## config.mk

```make
export PLATFORM = sky130hd
export DESIGN_NAME = mem_bus_arbiter
export DESIGN_NICKNAME = d
export VERILOG_FILES = /design/src/rtl/mem_bus_arbiter.sv
export SDC_FILE = /design/constraint.sdc
export NUM_CORES = 1
export LEC_CHECK = 0
export CORE_AREA = 2 2 108 110
export CTS_CLUSTER_SIZE = 30
export DETAILED_ROUTE_END_ITERATION = 8
export DIE_AREA = 0 0 110 112
export PLACE_DENSITY = 0.83
export SYNTH_ARGS = -nofsm -noshare
export SYNTH_HDL_FRONTEND = slang
export SYNTH_SLANG_ARGS = --single-unit
export TNS_END_PERCENT = 5
```

## constraint.sdc

```tcl
create_clock -name clk -period 2.4 [get_ports clk]
set_input_delay 0.36 -clock clk [delete_from_list [all_inputs] [get_ports clk]]
set_output_delay 0.36 -clock clk [all_outputs]
set_load 0.01 [all_outputs]
```

## src/rtl/mem_bus_arbiter.sv

```systemverilog
// Shares the single external memory port between the fetch and load/store stages.
// Load/store wins ties; fetch results are discarded on flush; stuck cycles end on timeout.
module mem_bus_arbiter #(
  parameter int unsigned TIMEOUT = 255
) (
  input  logic        clk,
  input  logic        rst,
  input  logic        if_req_i,
  input  logic [31:0] if_addr_i,
  output logic [31:0] if_rdata_o,
  output logic        if_ack_o,
  input  logic        mem_req_i,
  input  logic        mem_we_i,
  input  logic [31:0] mem_addr_i,
  input  logic [31:0] mem_wdata_i,
  input  logic [3:0]  mem_sel_i,
  output logic [31:0] mem_rdata_o,
  output logic        mem_ack_o,
  input  logic        flush_i,
  output logic        bus_req_o,
  output logic        bus_we_o,
  output logic [31:0] bus_addr_o,
  output logic [31:0] bus_wdata_o,
  output logic [3:0]  bus_sel_o,
  input  logic [31:0] bus_rdata_i,
  input  logic        bus_ack_i,
  output logic        stallreq_if_o,
  output logic        stallreq_mem_o,
  output logic        err_o
);

  localparam int unsigned CNT_W  = 8;
  localparam int unsigned DATA_W = 32;
  localparam int unsigned SEL_W  = 4;

  typedef enum logic [1:0] {
    IDLE     = 2'd0,
    BUSY_IF  = 2'd1,
    BUSY_MEM = 2'd2
  } state_e;

  state_e             state_q, state_d;
  logic [CNT_W-1:0]   cnt_q, cnt_d;
  logic               drop_q, drop_d;
  logic               bus_req_q, bus_req_d;
  logic               bus_we_q, bus_we_d;
  logic [DATA_W-1:0]  bus_addr_q, bus_addr_d;
  logic [DATA_W-1:0]  bus_wdata_q, bus_wdata_d;
  logic [SEL_W-1:0]   bus_sel_q, bus_sel_d;

  logic busy_c;
  logic timeout_c;
  logic done_c;

  // A real acknowledge in the timeout cycle wins over the timeout.
  assign busy_c    = (state_q != IDLE);
  assign timeout_c = busy_c && !bus_ack_i && (cnt_q == CNT_W'(TIMEOUT));
  assign done_c    = busy_c && (bus_ack_i || timeout_c);

  always_ff @(posedge clk) begin
    if (rst) begin
      state_q     <= IDLE;
      cnt_q       <= '0;
      drop_q      <= 1'b0;
      bus_req_q   <= 1'b0;
      bus_we_q    <= 1'b0;
      bus_addr_q  <= '0;
      bus_wdata_q <= '0;
      bus_sel_q   <= '0;
    end else begin
      state_q     <= state_d;
      cnt_q       <= cnt_d;
      drop_q      <= drop_d;
      bus_req_q   <= bus_req_d;
      bus_we_q    <= bus_we_d;
      bus_addr_q  <= bus_addr_d;
      bus_wdata_q <= bus_wdata_d;
      bus_sel_q   <= bus_sel_d;
    end
  end

  // Arbitration, bus command capture and completion handling.
  always_comb begin
    state_d     = state_q;
    cnt_d       = cnt_q;
    drop_d      = drop_q;
    bus_req_d   = bus_req_q;
    bus_we_d    = bus_we_q;
    bus_addr_d  = bus_addr_q;
    bus_wdata_d = bus_wdata_q;
    bus_sel_d   = bus_sel_q;

    case (state_q)
      IDLE: begin
        if (mem_req_i) begin
          state_d     = BUSY_MEM;
          cnt_d       = '0;
          bus_req_d   = 1'b1;
          bus_we_d    = mem_we_i;
          bus_addr_d  = mem_addr_i;
          bus_wdata_d = mem_wdata_i;
          bus_sel_d   = mem_sel_i;
        end else if (if_req_i) begin
          state_d     = BUSY_IF;
          cnt_d       = '0;
          bus_req_d   = 1'b1;
          bus_we_d    = 1'b0;
          bus_addr_d  = if_addr_i;
          bus_wdata_d = '0;
          bus_sel_d   = '1;
        end
      end
      BUSY_IF, BUSY_MEM: begin
        if (done_c) begin
          state_d     = IDLE;
          cnt_d       = '0;
          drop_d      = 1'b0;
          bus_req_d   = 1'b0;
          bus_we_d    = 1'b0;
          bus_addr_d  = '0;
          bus_wdata_d = '0;
          bus_sel_d   = '0;
        end else begin
          cnt_d = cnt_q + CNT_W'(1);
          if ((state_q == BUSY_IF) && flush_i) begin
            drop_d = 1'b1;
          end
        end
      end
      default: begin
        state_d = IDLE;
      end
    endcase
  end

  // Requester responses are combinational from the slave acknowledge.
  always_comb begin
    if_ack_o    = 1'b0;
    mem_ack_o   = 1'b0;
    if_rdata_o  = '0;
    mem_rdata_o = '0;
    err_o       = 1'b0;
    if (!rst) begin
      err_o     = timeout_c;
      if_ack_o  = (state_q == BUSY_IF) && done_c && !drop_q && !flush_i;
      mem_ack_o = (state_q == BUSY_MEM) && done_c;
      if (if_ack_o && bus_ack_i) begin
        if_rdata_o = bus_rdata_i;
      end
      if (mem_ack_o && bus_ack_i) begin
        mem_rdata_o = bus_rdata_i;
      end
    end
  end

  assign stallreq_if_o  = if_req_i & ~if_ack_o;
  assign stallreq_mem_o = mem_req_i & ~mem_ack_o;

  assign bus_req_o   = bus_req_q;
  assign bus_we_o    = bus_we_q;
  assign bus_addr_o  = bus_addr_q;
  assign bus_wdata_o = bus_wdata_q;
  assign bus_sel_o   = bus_sel_q;

endmodule
```

* After elaboration in Yosys (flattened, before gate mapping)
Cells that the tools add are included.
Operators by class: add/sub/neg operators 1, equality and inequality tests 5, multiplexer cells 35, bitwise logic cells 4, reduce and logical (&&, ||, !) cells 23
Operators by type and width (count):
- 2-to-1 mux 32 bit | 9
- one-hot mux 32 bit (2 select lines) | 2
- 2-to-1 mux 8 bit | 3
- one-hot mux 8 bit (2 select lines) | 1
- 2-to-1 mux 4 bit | 3
- logical AND 1 bit | 10
- 2-to-1 mux 1 bit | 10
- adder 8 x 1 -> 8 bit (second input constant) | 1
- == test 8 bit (second input constant) | 1
- one-hot mux 4 bit (2 select lines) | 1
- 2-to-1 mux 2 bit | 3
- AND reduction 2 bit | 3
- nonzero test 2 bit | 3
- one-hot mux 1 bit (2 select lines) | 2
- one-hot mux 2 bit (2 select lines) | 1
- zero test 1 bit | 3
- inequality test 3 bit (second input constant) | 1
- AND reduction 3 bit | 1
- bitwise AND 1 bit | 2
- == test 2 x 1 -> 1 bit (second input constant) | 1
- == test 2 bit (second input constant) | 1
- zero test 2 bit | 1
- inequality test 2 bit (second input constant) | 1
- NOT 1 bit | 2
- 2 further kinds | 2
Word-level totals: register bits 81, input bits 139, output and inout bits 139, logic and storage cells 76

* Longest topological paths before layout
Gate-level depths: netlist of run 1.
word-level depth 11, depth in mapped cells 8

* Least setup slack after synthesis of run 1
No wires, ideal clock.
kind reg2out, from register state_q[0], to output port stallreq_if_o, arrival time 1781 ps, data required time 2040 ps, path slack 259 ps, cell stages (with the launch flop) 8, path buffers 1, cells stage by stage dfxtp_1 > inv_1 > ha_1 > nand4b_4 > or2_1 > buf_2 > a2111oi_4 > nor2b_1
On the way: longest elaborated chain between the ends 11, elaborated cells between the ends (all ways) 12
Ends and longest elaborated chain:
- from (decl) | RTL line 42 | state_e state_q, state_d;
- from (signal assigned) | RTL line 71 | state_q <= state_d;
- nonzero test 2 bit | RTL line 56 | assign busy_c = (state_q != IDLE);
- logical AND 1 bit (2 in series) | RTL line 57 | assign timeout_c = busy_c && !bus_ack_i && (cnt_q == CNT_W'(TIMEOUT));
- logical OR 1 bit | RTL line 58 | assign done_c = busy_c && (bus_ack_i || timeout_c);
- logical AND 1 bit | RTL line 58
- logical AND 1 bit * (3 in series) | RTL line 145 | if_ack_o = (state_q == BUSY_IF) && done_c && !drop_q && !flush_i;
- 2-to-1 mux 1 bit * | RTL line 143 | if (!rst) begin
- via if_ack_o | RTL line 11 | output logic if_ack_o,
- NOT 1 bit * | RTL line 156 | assign stallreq_if_o = if_req_i & ~if_ack_o;
- bitwise AND 1 bit * | RTL line 156
- to (decl) | RTL line 27 | output logic stallreq_if_o,
The timed path passes the listed nets; every way through them passes the cells marked *.

* Worst setup path after layout of run 1
from register state_q[0], to output port if_rdata_o[4]
On the way: longest elaborated chain between the ends 11, elaborated cells between the ends (all ways) 12
Ends and longest elaborated chain:
- nonzero test 2 bit | RTL line 56
- logical AND 1 bit (2 in series) | RTL line 57
- logical OR 1 bit | RTL line 58
- logical AND 1 bit | RTL line 58
- logical AND 1 bit * (3 in series) | RTL line 145
- logical AND 1 bit * | RTL line 147 | if (if_ack_o && bus_ack_i) begin
- 2-to-1 mux 32 bit * | RTL line 147
- 2-to-1 mux 32 bit * | RTL line 143
- to (decl) | RTL line 10 | output logic [31:0] if_rdata_o,
Every way passes the cells marked *; elsewhere a longest branch is shown, timed or not.

==> results of run 1 <==
-- worst paths after layout --
check / end / slack, ns / depth (start not counted) / start
worst max-delay path: if_rdata_o[4] / 0.03 / 7 / state_q[0]
worst min-delay path: bus_addr_o[11] / 0.46 / 1 / bus_addr_o[11]
worst max register to register: bus_wdata_o[16] / 0.43 / 9 / state_q[0]
worst min register to register: bus_addr_o[11] / 0.46 / 1 / bus_addr_o[11]
-- power by group --
group	leakage, nW	total (mW)	internal (mW)	switching [mW]
Combinational	2.19	2.15	1.19	0.965
Sequential	0.665	1.87	1.68	0.186
Clock	0.127	1.28	0.728	0.554
Total	2.98	5.31	3.60	1.71
-- metrics by stage --
step	TNS [ns]	instance area, um^2	std cells	util	setup slack [ns]
after floorplan	0	3705	393	-	0.2594
after global placement	-9.668	6751	814	0.6042	-0.2273
after detailed placement	-9.949	6751	814	0.6042	-0.2852
after CTS	-0.02069	6889	831	0.6165	-0.02069
after global routing	-0.04422	6894	832	0.6170	-0.03219
final	0	6894	832	0.6170	0.03010
-- sequential cells by signal (all words and copies together) (netlist names) --
register     count
bus_req_o        1
bus_we_o         1
drop_q           1
cnt_q            8
bus_addr_o      32
state_q          2
bus_sel_o        4
bus_wdata_o     32
-- cell type report --
type                            instances  area, um^2
Timing Repair Buffer                  312        2904
Clock inverter                          6       43.79
Sequential cell                        81        1624
Multi-Input combinational cell        276        1889
Inverter                                4       15.01
Tap cell                              143       178.9
Fill cell                             938        4280
Clock buffer                           10       239.0
-- timing repair --
action | CTS | global route
resized for setup | 179 | 5
buffers inserted | 0 | 1
cloned | 1 | 0
pin swaps | 1 | 3
endpoints found under the setup margin | 69 | 9
-- cell usage in the layout (no fill, tap or decap), types with 2 or more instances in the layout --
cell and n:
mux2i_1 32, a31o_2 2, dfxtp_1 79, a21oi_1 5
nor3_1 4, a211oi_1 2, nor2_1 68, a31oi_1 3
inv_2 2, buf_12 5, nand3_1 3, buf_2 34
nand2_1 41, or3_1 3, nand3b_1 2, clkdlybuf4s50_1 207
nand2b_1 2, nor2b_1 6, and3_1 2, o21ai_0 3
dfxtp_2 2, ha_1 2, o2bb2ai_1 37, dlygate4sd2_1 34
inv_1 2, clkbuf_16 9, buf_4 30, nand4_1 2
clkinvlp_4 4, a22o_1 34
-- cells by family (layout without fill, tap and decap cells) --
| kind of cell | count (synthesis) | count (layout) | synth area share |
|---|---|---|---|
| simple gates | 146 | 146 | 0.1814 |
| compound gates | 94 | 94 | 0.2202 |
| flops | 81 | 81 | 0.4377 |
| buf+inv | 36 | 332 | 0.06079 |
| mux | 32 | 32 | 0.08646 |
| fa+ha+maj | 4 | 4 | 0.01351 |
-- per-layer routing --
layer  vias to the layer above  track usage  routed length, um
met2                       210       0.4106               7284
met3                        23      0.06967               1494
met5                         -            0                  0
met1                      1925       0.2033               4805
li1                       1992            -                  -
met4                         0      0.09114                306
-- worst max-delay path, cell delays in order, from the launching register on --
cell and delay, ns:
dfxtp_2 0.33, inv_2 0.05, ha_4 0.17, or2b_4 0.25
or3_4 0.38, buf_16 0.17, nor2_1 0.10, clkdlybuf4s15_2 0.22
==> reports/results.txt, run 1 <==
syn avg cell area: 9.427 um^2
f_max: 422.0 MHz
sequential-to-total area share from yosys stat: 0.4377
Yosys cell types: 42
Slew @ Worst Pin: 0.3752 ns
CTS Hold Bufs: 0
htree depth: 3
WL/cell: 16.70 um
Synth area leader: dfxtp_1
global-route wire length before repair: 20.53 mm
initial core utilization: 0.3315
total routed wirelength: 13.89 mm
die height: 112 um
layout cell share with drive strength beyond 1: 0.1582
DR iter-0 viols: 220
endpoints failing setup: 0
final worst path period share: 0.9875
DR pass1 iterations: 4
die width: 110 um
final hold violation count: 0
Layout area overhead: 86.09%
Yosys top cell area share: 0.4377
RSZ-0062 raised after global routing: yes
I/O pin cnt: 278
worst path arrival time: 2.01 ns
initial antenna violation count: 0
IO buf count: 277
WHS: 0.4593 ns
CP Max Fanout: 16
via count: 4150
number of synthesized register bits: 81
HPWL Detailed: 10.72 mm
GPL Wtd Cong: 0.8733
LEAKAGE: 2.984 nW
most common cell in the synthesized netlist: dfxtp_1
clk root buf: clkbuf_16
gr ovfl total: 0
CP endpoint kind: primary output
Slew Limit Fails: 0
EDFF count, synth: 0
CTS max path bufs: 2
clk_lat worst skew: 0.34 ns
FFs w/ async S/R, synth: 0
largest net degree at the start of global routing: 53
core footprint: 11170 um^2
max_slew headroom: 0.7499
run status: finished clean
VDD IR max: 0.4542 mV
Synth Warn #: 0
DRC viols: 0
Crit Path Category: reg -> out
Main synth FF type: dfxtp_1
Cell Pwr Density: 769.6 nW/um^2
total track usage: 0.2150
CTS Buf Count: 9
Site Rows: 39
Startpoint Class: flip-flop
Crit path required time: 2.04 ns
Max Clock Skew: 0.008365 ns
Cell Area, Synth: 3705 um^2
nets: 827
synth cell count leaders: dfxtp_1 (81), nor2_1 (68), nand2_1 (42)
maxcap violations: 0
Gate Count Post-Synth: 393
Worst Hold Class: reg -> reg
top post-synthesis cells by area: dfxtp_1 (44%), o2bb2ai_1 (8.7%), mux2i_1 (8.6%), a22o_1 (8.0%), nor2_1 (6.9%)
CTS tree: yes
vias in the first global route: 4190
Syn Nets: 536
min Tclk post-route: 2.370 ns
Antenna Nets Post-Route: 0
n_diodes: 0
Clock Pin Slew Worst Setup and Hold Paths: 0.06 ns
drt via density: 4.988
total power: 5.306 mW
clock sinks: 81
Die ar.: 12320 um^2
Note: power is estimated with default switching activity, not from simulation.
==> run 2, diff against run 1 <==
--- a/config.mk
+++ b/config.mk
@@ -9,6 +9,7 @@
 export CTS_CLUSTER_SIZE = 30
 export DETAILED_ROUTE_END_ITERATION = 8
 export DIE_AREA = 0 0 110 112
+export MAX_ROUTING_LAYER = met4
 export PLACE_DENSITY = 0.83
 export SYNTH_ARGS = -nofsm -noshare
 export SYNTH_HDL_FRONTEND = slang
==> run 2 against run 1 <==
  * Setup slack lost 0.0023 ns
  * Design area did not move
  * Clock skew is essentially flat
  * Combinational power about the same
==> reports/results.txt, run 2 (synthesis gave the netlist of run 1 again) <==
final worst path period share: 0.9884
Slew @ Worst Pin: 0.3742 ns
DR iter-0 viols: 221
Hold Path Sink: bus_addr_o[11]
Multi-input gate area: 1889 um^2
worst setup margin: 0.02776 ns
CP cell instances: inv_2 > ha_4 > or2b_4 > or3_4 > buf_16 > nor2_1 > clkdlybuf4s15_2
path depth of the worst reg2reg path: 9
Worst Hold Class: reg -> reg
r2r endpoint: bus_wdata_o[26]
hold path startpoint: bus_addr_o[11]
initial antenna violation count: 0
LEAKAGE: 2.984 nW
CTS Hold Bufs: 0
IO buf count: 277
total track usage: 0.2216
Crit path required time: 2.04 ns
initial core utilization: 0.3315
Top Layer Used: met4
FF-to-FF setup slack: 0.43 ns
final-layout fill cell count: 938
nets: 827
die width: 110 um
Antenna Nets Post-Route: 0
GPL Wtd Cong: 0.8877
CTS max path bufs: 2
hold depth: 1
met3 wire length: 1.263 mm
n_diodes: 0
gr ovfl total: 0
RSZ-0062 raised after global routing: yes
Startpoint Class: flip-flop
maxcap violations: 0
WHS: 0.4592 ns
Cell Pwr Density: 769.9 nW/um^2
Slew Limit Fails: 0
HPWL Detailed: 10.72 mm
Core Util, Final: 0.6170
die height: 112 um
final hold violation count: 0
WL/cell: 16.69 um
VDD IR max: 0.4552 mV
layout cell share with drive strength beyond 1: 0.1582
CP endpoint kind: primary output
commonest non-fill, non-tap cell in the layout: clkdlybuf4s50_1
commonest cells after routing, fill and taps aside: clkdlybuf4s50_1 (207), dfxtp_1 (79), nor2_1 (68), nand2_1 (41), o2bb2ai_1 (37)
max_slew headroom: 0.7505
FF+latch area: 1624 um^2
crit-path leading delay family: simple AND/OR/NAND/NOR gates
min Tclk post-route: 2.372 ns
core footprint: 11170 um^2
DR pass1 iterations: 6
metal2 WL: 7.341 mm
DRC viols: 0
CP max stage delay: 0.38 ns
vias in the first global route: 4197
Clock Pin Slew Worst Setup and Hold Paths: 0.07 ns
Max Clock Skew: 0.008313 ns
CP Max Fanout: 16
Placed Area: 6751 um^2
clock sinks: 81
endpoints failing setup: 0
Layout area overhead: 86.09%
worst reg2reg startpoint: state_q[1]
WP buf/inv: 3
I/O pin cnt: 278
CTS tree: yes
Die ar.: 12320 um^2
global-route wire length before repair: 20.51 mm
largest net degree at the start of global routing: 53
total power: 5.308 mW
Critical-path top delay cell: or3_4
htree depth: 3
worst path arrival time: 2.01 ns
Final Cell Area: 6894 um^2
total routed wirelength: 13.89 mm
clk_lat worst skew: 0.34 ns
clk root buf: clkbuf_16
drt via density: 5.022
f_max: 421.5 MHz
run status: finished clean
CTS Buf Count: 9
Site Rows: 39
via count: 4178
WL met1: 4.960 mm
Place WS: -0.2852 ns
Crit Path Category: reg -> out
[run 2: report_power, final]
group / total, mW / switching (mW) / internal [mW]
combinational: 2.16 / 0.967 / 1.19
sequential: 1.87 / 0.187 / 1.68
clock: 1.28 / 0.553 / 0.728
total: 5.31 / 1.71 / 3.60
[run 2: final cells by class]
class	instances	area share
Sequential cell	81	0.2356
Multi-Input combinational cell	276	0.2740
Tap cell	143	0.02595
Inverter	4	0.002178
Clock inverter	6	0.006352
Clock buffer	10	0.03466
Timing Repair Buffer	312	0.4212
[run 2: worst max-delay path by stage]
stage,end,from,cells past startpoint,slack (ns)
6_report,if_rdata_o[4],state_q[1],7,0.03
2_1_floorplan,stallreq_if_o,state_q[0],7,0.26
3_3_place_gp,if_rdata_o[13],bus_ack_i,6,-0.23
3_5_place_dp,if_rdata_o[31],bus_ack_i,6,-0.29
5_1_grt,stallreq_if_o,state_q[1],7,-0.03
4_1_cts,if_rdata_o[4],state_q[1],7,-0.02
[run 2: layer usage]
| metal | GRT usage | up-vias |
|---|---|---|
| met1 | 0.2166 | 1947 |
| li1 | - | 1989 |
| met3 | 0.05094 | 25 |
| met5 | - | - |
| met4 | 0.09114 | 0 |
| met2 | 0.4098 | 217 |
[run 2: per-stage QoR]
stage | setup TNS, ns | cells
2_1_floorplan | 0 | 393
3_3_place_gp | -9.668 | 814
3_5_place_dp | -9.949 | 814
4_1_cts | -0.02069 | 831
5_1_grt | -0.04423 | 832
6_report | 0 | 832
[run 2: timing repair]
action	in CTS	in global routing
buffers inserted	0	1
gates cloned	1	0
pin swaps	1	3
gates resized for setup	179	5
hold endpoints to repair	0	0
setup endpoints to repair	69	9
